$ cat config.mk
export PLATFORM = sky130hd
export DESIGN_NAME = pwm_ctrl_apb
export DESIGN_NICKNAME = d
export VERILOG_FILES = /design/src/rtl/pwm_ctrl_apb.sv
export SDC_FILE = /design/constraint.sdc
export NUM_CORES = 1
export LEC_CHECK = 0
export CAP_MARGIN = 40
export CORE_ASPECT_RATIO = 1.2
export CORE_MARGIN = 2
export CORE_UTILIZATION = 45
export CTS_CLUSTER_SIZE = 30
export DETAILED_ROUTE_END_ITERATION = 10
export GPL_TIMING_DRIVEN = 0
export PLACE_DENSITY = 0.77
export SLEW_MARGIN = 25
export SYNTH_ARGS = -nofsm -noshare
export SYNTH_HDL_FRONTEND = slang
export SYNTH_SLANG_ARGS = --single-unit
$ cat constraint.sdc
create_clock -name pclk -period 2 [get_ports pclk]
set_clock_uncertainty 0.05 [all_clocks]
set_input_delay 0.4 -clock pclk [delete_from_list [all_inputs] [get_ports pclk]]
set_output_delay 0.4 -clock pclk [all_outputs]
set_load 0.03 [all_outputs]
$ cat src/rtl/pwm_ctrl_apb.sv
// pwm_ctrl_apb
// ------------
// APB3-style 16-bit slave holding the PWM configuration registers, together
// with a 16-bit free-running period counter that drives one PWM output.
// Everything runs in the pclk domain. Reset is synchronous and active-high.
//
// Register map (offset = paddr[3:0], upper address bits ignored so the map aliases):
//   0x0 DUTY   RW  high-time in counter ticks (double-buffered into duty_act)
//   0x4 PERIOD RW  counter terminal value; the period is PERIOD+1 cycles
//   0x8 CTRL   RW  bit0 EN (counter run), bit1 POL (output inversion)
//   0xC CNT    RO  current counter value
//
// Ports:
//   pclk, preset          clock and synchronous active-high reset
//   paddr, pwdata, pwrite APB address, write data and direction
//   psel, penable, pstrb  APB select, access phase and byte-lane strobes
//   prdata, pready        combinational read data; pready is always 1
//   pslverr               error on misaligned access or write to CNT
//   pwm_o                 registered PWM output
module pwm_ctrl_apb #(
  parameter logic [15:0] DUTY_RST   = 16'h0000,
  parameter logic [15:0] PERIOD_RST = 16'hFFFF,
  parameter logic        EN_RST     = 1'b1
) (
  input  logic        pclk,
  input  logic        preset,
  input  logic [31:0] paddr,
  input  logic [15:0] pwdata,
  input  logic        pwrite,
  input  logic        psel,
  input  logic        penable,
  input  logic [1:0]  pstrb,
  output logic [15:0] prdata,
  output logic        pready,
  output logic        pslverr,
  output logic        pwm_o
);

  logic [15:0] duty;
  logic [15:0] period;
  logic        ctrl_en;
  logic        ctrl_pol;
  logic [15:0] cnt;
  logic [15:0] duty_act;

  logic [3:0]  offset;
  logic        access;
  logic        bad_access;
  logic        wr_en;
  logic [15:0] wmask;
  logic        unused_addr_bits;

  assign offset = paddr[3:0];
  assign unused_addr_bits = ^paddr[31:4];

  assign access = psel & penable;

  // Misaligned offsets and any write to the read-only counter are errors;
  // an erroring write is suppressed so it cannot alias onto a real register.
  assign bad_access = (paddr[1:0] != 2'b00) | (pwrite & (offset == 4'hC));
  assign pslverr    = access & bad_access;
  assign wr_en      = access & pwrite & ~bad_access;
  assign pready     = 1'b1;

  assign wmask = {{8{pstrb[1]}}, {8{pstrb[0]}}};

  function automatic logic [15:0] merge_bytes(input logic [15:0] old_val,
                                              input logic [15:0] new_val,
                                              input logic [15:0] mask);
    merge_bytes = (old_val & ~mask) | (new_val & mask);
  endfunction

  // Register writes; only CTRL bits 1:0 exist, so only the low byte lane matters there.
  always_ff @(posedge pclk) begin
    if (preset) begin
      duty     <= DUTY_RST;
      period   <= PERIOD_RST;
      ctrl_en  <= EN_RST;
      ctrl_pol <= 1'b0;
    end else if (wr_en) begin
      case (offset[3:2])
        2'd0: duty   <= merge_bytes(duty, pwdata, wmask);
        2'd1: period <= merge_bytes(period, pwdata, wmask);
        2'd2: begin
          if (pstrb[0]) begin
            ctrl_en  <= pwdata[0];
            ctrl_pol <= pwdata[1];
          end
        end
        default: ;
      endcase
    end
  end

  // Period counter and double buffer. duty_act only reloads at the wrap (or
  // continuously while stopped), so a DUTY write never disturbs the period in
  // progress. The equality compare means a PERIOD written below cnt lets the
  // counter run through the 16-bit overflow before it meets the new value.
  always_ff @(posedge pclk) begin
    if (preset) begin
      cnt      <= 16'h0000;
      duty_act <= DUTY_RST;
      pwm_o    <= 1'b0;
    end else if (!ctrl_en) begin
      cnt      <= 16'h0000;
      duty_act <= duty;
      pwm_o    <= ctrl_pol;
    end else begin
      if (cnt == period) begin
        cnt      <= 16'h0000;
        duty_act <= duty;
      end else begin
        cnt <= cnt + 16'd1;
      end
      pwm_o <= (cnt < duty_act) ^ ctrl_pol;
    end
  end

  // Combinational read mux; misaligned offsets read back as zero.
  always_comb begin
    prdata = 16'h0000;
    if (psel && !pwrite && (paddr[1:0] == 2'b00)) begin
      case (offset[3:2])
        2'd0:    prdata = duty;
        2'd1:    prdata = period;
        2'd2:    prdata = {14'h0000, ctrl_pol, ctrl_en};
        default: prdata = cnt;
      endcase
    end
  end

endmodule

==> flow_summary.toml, run 1 <==
[job]
maxCapViolCount = 0

[sta]
fin_crit_sh_pct = 101.4
fmax_mhz = 492.9
rsz0062_at_grt = "yes"
slew_viol_final = 0
setup_ws_ns = -0.02867
tns_ns = -0.07777
fin_crit_ns = 2.029
worst_slew_pin_slew_ns = 0.5117
hold_viol = 0
setup_viol = 4
slew_headroom_pct = 65.89

[grt]
grt_pass1_wl_um = 16010
grt_max_degree = 13
overflow = 0
grt_pass1_vias = 3253
antenna_found_initial = 0
track_usage_pct = 23.96

[worst_hold_path]
hold_depth = 1
holdCritPathClass = "flip-flop to flip-flop"

[place]
port_buffers = 43
placed_cells = 531
gp_congestion = 0.8644
dpl.hpwl_um = 6471

[layout]
drive_gt1_share_pct = 32.48
final_nets = 537
fillers = 573
final_cells = 563
diodes = 0
syn_to_final_growth_pct = 41.18

[synthesis]
synthTopCellsByArea = "dfxtp_1 38%, mux2i_1 14%, nor2_1 8.5%"
ys_warn_count = 0
syn_nets = 467
synth.distinct_cells = 41
synth_top_cell_by_area = "dfxtp_1"
synth_seq_cells = 67
yosysSeqAreaShare_pct = 38.05
synth_edf_count = 0
synth-main-ff-cell = "dfxtp_1"
synth_top_area_share_pct = 38.05
syn_area_sq_um = 3525
async_reset_ff_share_pct = 0
syn_area_per_cell_sq_um = 8.901
synthCells = 396

[clocking]
cts_sinks = 67
clkTransAtPathRegs_ns = 0.08
holdBufCountCts = 0
cts_tree = "done"
cts_htree_levels = 3
cts_buffers = 9
cts.path.max_buffers = 2
cts-root-buf = "clkbuf_8"
clk_latency_ns = 0.34

[routing]
dr.pass1.iters = 5
routedWlPerCell_um = 18.37
wl_um = 10340
drt_iter0_drc = 111
vias_per_cell = 5.590
via_count = 3147
ant_nets = 0
route.detailed.drc = 0

[pwr]
fin_total_pwr_mw = 2.844
p_leak_nw = 1.994
p_per_area_nw_per_um2 = 571.5
worst_ir_drop_vdd_v = 0.0005589

[worst_setup_path]
cp-end-kind = "flip-flop"
crit_arrival_ns = 2.18
crit_type = "flip-flop to flip-flop"
crit_fanout = 5
crit_required_ns = 2.15
startpoint_type = "flip-flop"
worstRegToRegCells = 7

[floorplanning]
start_util_pct = 46.26
die_area_sq_um = 8560
io_pins = 74
core_area_sq_um = 7620
fp.dieH_um = 101.0
die_x_um = 84.79
rows = 35

[status]
violations = "setup timing"
status = "complete, but fails checks"
-- power breakdown --
part | internal (mW) | switching [mW] | total, mW
Sequential | 1.33 | 0.0142 | 1.34
Combinational | 0.171 | 0.181 | 0.352
Clock | 0.609 | 0.539 | 1.15
-- what timing repair did --
| item | 4_1_cts | 5_1_grt |
|---|---|---|
| pin swaps | 14 | 6 |
| buffers inserted | 13 | 6 |
| gates cloned | 2 | 0 |
| resized for setup | 186 | 57 |
| endpoints found under the hold margin | 0 | 0 |
| setup endpoints to repair | 64 | 59 |
-- layer usage --
layer | share of wire (%) | global-route usage (%) | routed length, um
met1 | 41 | 28.24 | 4213
met2 | 50 | 40.94 | 5190
met3 | 4.0 | 3.194 | 411
met4 | 5.1 | 15.26 | 524
met5 | 0 | 0 | 0
-- per-stage QoR --
step	setup WS (ns)	cell area, sq um	util, %	hold slack (ns)
after floorplan	0.01208	3627	-	0.4104
after global placement	-1.290	4173	54.76	0.4242
after detailed placement	-1.287	4173	54.76	0.4325
after CTS	0.002553	4792	62.89	0.4324
after global routing	-0.07081	4976	65.30	0.4484
final	-0.02867	4976	65.30	0.4487
-- area by class of cell --
cell class / instances / area (sq um) / share of cell area, %
buffer: 17 / 151.4 / 3.042
clock buffer: 10 / 137.6 / 2.766
clock inverter: 6 / 65.06 / 1.308
inverter: 18 / 67.56 / 1.358
multi-input combinational: 289 / 2451 / 49.26
sequential: 67 / 1399 / 28.11
tap: 92 / 115.1 / 2.313
timing repair buffer: 64 / 589.3 / 11.84
-- synth_stat cells (9+ instances only) --
cell type and n:
inv_1 18, clkbuf_1 16, a211o_1 16, mux2i_1 48
xor2_1 10, dfxtp_1 67, a21oi_1 18, nor2b_1 18
xnor2_1 20, ha_1 16, nand4_1 9, nor2_1 80
-- cell usage in the layout (no fill, tap or decap), types with 3 or more instances in the layout --
master	netlist	final
nand4_1	9	9
nand2b_1	4	4
nor2_4	0	16
buf_2	3	6
clkdlybuf4s50_1	0	20
a21oi_4	0	9
nor2_1	80	57
inv_1	18	18
nand2_1	8	8
nor3_1	3	3
clkbuf_8	0	11
a211o_1	16	16
and3_1	3	3
mux2i_2	0	5
mux2i_1	48	41
buf_6	1	13
nor4_2	0	3
xnor2_2	0	6
xnor2_1	20	14
dfxtp_2	0	10
nor2_2	0	7
clkbuf_1	16	5
nand3_1	6	6
nor2b_1	18	18
dfxtp_4	0	12
a21oi_1	18	7
dfxtp_1	67	45
buf_4	1	22
ha_1	16	14
and4_1	3	3
xor2_1	10	10
-- logic make-up (layout without fill, tap and decap cells) --
group                    count (synthesis)  after routing  share of synthesized area, %
AO/OA/AOI/OAI                           44             44                         9.301
other                                    1              1                        0.1064
flip-flops                              67             67                         38.05
buffers and inverters                   40            115                         4.686
AND/OR/NAND/NOR                        148            148                         20.13
multiplexers                            50             50                         14.59
adder cells (fa/ha/maj)                 16             16                         5.680
XOR/XNOR                                30             30                         7.455
-- final timing paths --
path              startpoint  slack [ns]     endpoint
setup / recovery      cnt[4]       -0.03  duty_act[5]
hold / removal        cnt[0]        0.45       cnt[0]
setup reg to reg      cnt[4]       -0.03  duty_act[5]
hold reg to reg       cnt[0]        0.45       cnt[0]
-- worst max-delay path, cell delays in order (launching register included) --
cell and delay [ns]:
dfxtp_4 0.37, xnor2_1 0.14, nand4_1 0.16, buf_4 0.18
o41ai_4 0.48, buf_6 0.21, mux2i_1 0.22, nor2_1 0.07
Power figures use the tool's default switching activity.
==> run 2, diff against run 1 <==
CORE_MARGIN = unset   (was 2)
==> flow_summary.toml, run 2 (synthesized netlist as in run 1, its figures left out) <==
[clocking]
holdBufCountCts = 0
cts_htree_levels = 3
clkTransAtPathRegs_ns = 0.08
cts-root-buf = "clkbuf_8"
clk_latency_ns = 0.36
cts.path.max_buffers = 2
cts_buffers = 9
cts_sinks = 67
cts_tree = "done"

[sta]
worst_slew_pin_slew_ns = 0.5786
fin_crit_sh_pct = 101.0
hold_viol = 0
setup_viol = 5
fmax_mhz = 495.0
rsz0062_at_grt = "yes"
fin_crit_ns = 2.020
setup_ws_ns = -0.02015
slew_viol_final = 0
slew_headroom_pct = 61.43

[worst_setup_path]
crit_fanout = 5
crit_arrival_ns = 2.19
reg2reg_setup_slack_ns = -0.02
crit_required_ns = 2.17
crit_type = "flip-flop to flip-flop"
cpMostUsedCell = "buf_6"
cp_slowest_cell = "o41ai_4"
crit_buf_inv = 3
cpPeakStageDelay_ns = 0.43
startpoint_type = "flip-flop"
cp-end-kind = "flip-flop"
crit_family = "buffers and inverters"
worstPathCellList = "buf_6, xnor2_2, nand4_1, o41ai_4, buf_4, buf_6, mux2i_1, nor2_1"

[grt]
grt_pass1_vias = 2973
antenna_found_initial = 0
gr-usage-met3_pct = 4.630
grt_util_met2_pct = 38.52
overflow = 0
grtUsageMet1_pct = 31.22
grt_max_degree = 14
grt_busiest_layer = "met2"
track_usage_pct = 24.29
grt_pass1_wl_um = 14790

[layout]
syn_to_final_growth_pct = 36.03
fillers = 611
final_nets = 537
drive_gt1_share_pct = 26.11
final_area_sq_um = 4795
final_cells = 563
final_cell_mix = "67 x nor2_1, 51 x dfxtp_1, 46 x mux2i_1, 25 x buf_4, 20 x clkdlybuf4s50_1"
final_common_cell = "nor2_1"
diodes = 0

[floorplanning]
rows = 35
die_area_sq_um = 8192
io_pins = 74
fp.dieH_um = 98.95
core_area_sq_um = 7620
start_util_pct = 46.26
die_x_um = 82.79

[pwr]
p_comb_share_pct = 12.0
worst_ir_drop_vdd_v = 0.0006861
p_switching_mw = 0.7427
seq_power_share_pct = 50.2
swShare_pct = 27.52
clock_power_share_pct = 37.8
p_per_area_nw_per_um2 = 562.8
p_leak_nw = 1.968
internal-power_mw = 1.956

[routing]
drt_iter0_drc = 229
vias_per_cell = 5.536
ant_nets = 0
route.detailed.drc = 0
wl_um = 9553
dr.pass1.iters = 4
via_count = 3117
routedWlPerCell_um = 16.97

[status]
status = "complete, but fails checks"
violations = "setup timing"

[job]
maxCapViolCount = 0

[place]
port_buffers = 43
gp_congestion = 0.8302
dpl_cell_area_sq_um = 4173
dpl.hpwl_um = 6475
placed_cells = 531

[worst_hold_path]
holdCritPathClass = "primary input to flip-flop"
==> run 2: cell count changes in the layout (fill, tap and decap cells not counted), moves of 3 or more <==
| cell | previous run | this run |
|---|---|---|
| nor2_4 | 16 | 13 |
| dfxtp_1 | 45 | 51 |
| xnor2_1 | 14 | 18 |
| xnor2_2 | 6 | 2 |
| mux2i_2 | 5 | 2 |
| dfxtp_4 | 12 | 2 |
| buf_6 | 13 | 10 |
| buf_4 | 22 | 25 |
| mux2i_1 | 41 | 46 |
| nor2_2 | 7 | 0 |
| dfxtp_2 | 10 | 14 |
| nor2_1 | 57 | 67 |
==> run 2: path summary, 6_finish.rpt <==
| check | startpoint | to | cells after the start |
|---|---|---|---|
| max | cnt[8] | duty_act[7] | 8 |
| max reg2reg | cnt[8] | duty_act[7] | 8 |
| min reg2reg | duty_act[3] | duty_act[3] | 2 |
| min | preset | cnt[0] | 2 |
==> run 2: repair_timing <==
item,CTS,global route
resized for setup,183,17
cloned,2,1
setup endpoints to repair,64,59
buffers inserted,10,6
pin swaps,13,6
==> run 2: layout make-up <==
| cell class | count | area, sq um | area share (%) |
|---|---|---|---|
| clock inverter | 7 | 51.30 | 1.070 |
| buffer | 19 | 192.7 | 4.019 |
| sequential | 67 | 1366 | 28.50 |
| multi-input combinational | 289 | 2312 | 48.23 |
| tap | 92 | 115.1 | 2.401 |
| clock buffer | 9 | 123.9 | 2.584 |
| timing repair buffer | 62 | 565.5 | 11.80 |
| inverter | 18 | 67.56 | 1.409 |
==> run 2: worst reg2reg max path, stage by stage, from the launching register on <==
cell	delay, ns
dfxtp_2	0.34
buf_6	0.13
xnor2_2	0.12
nand4_1	0.24
o41ai_4	0.43
buf_4	0.19
buf_6	0.14
mux2i_1	0.21
nor2_1	0.05
==> run 2: power groups by stage <==
| stage | logic (mW) | clock network (mW) | registers, mW |
|---|---|---|---|
| after floorplan | 0.139 | 0 | 1.39 |
| after global placement | 0.240 | 0 | 1.39 |
| after detailed placement | 0.244 | 0 | 1.39 |
| after CTS | 0.305 | 1.02 | 1.36 |
| after global routing | 0.342 | 1.09 | 1.36 |
| final | 0.324 | 1.02 | 1.35 |
==> run 2: per-stage QoR <==
step,power [mW],setup TNS (ns),worst slack [ns],util [%],hold slack [ns]
after floorplan,1.525,0,0.01208,-,0.4104
after detailed placement,1.630,-38.03,-1.310,54.76,0.4373
after global placement,1.626,-36.61,-1.296,54.76,0.4243
final,2.698,-0.04521,-0.02015,62.92,0.4542
after global routing,2.793,-1.007,-0.09686,62.92,0.4629
after CTS,2.680,0,0.0002953,61.74,0.4243
==> run 2: metal layers <==
layer	wire length, um	vias up	share of wire (%)
li1	-	1494	-
met4	339	0	3.5
met1	3975	1495	42
met3	501	30	5.2
met2	4736	98	50
met5	0	-	0
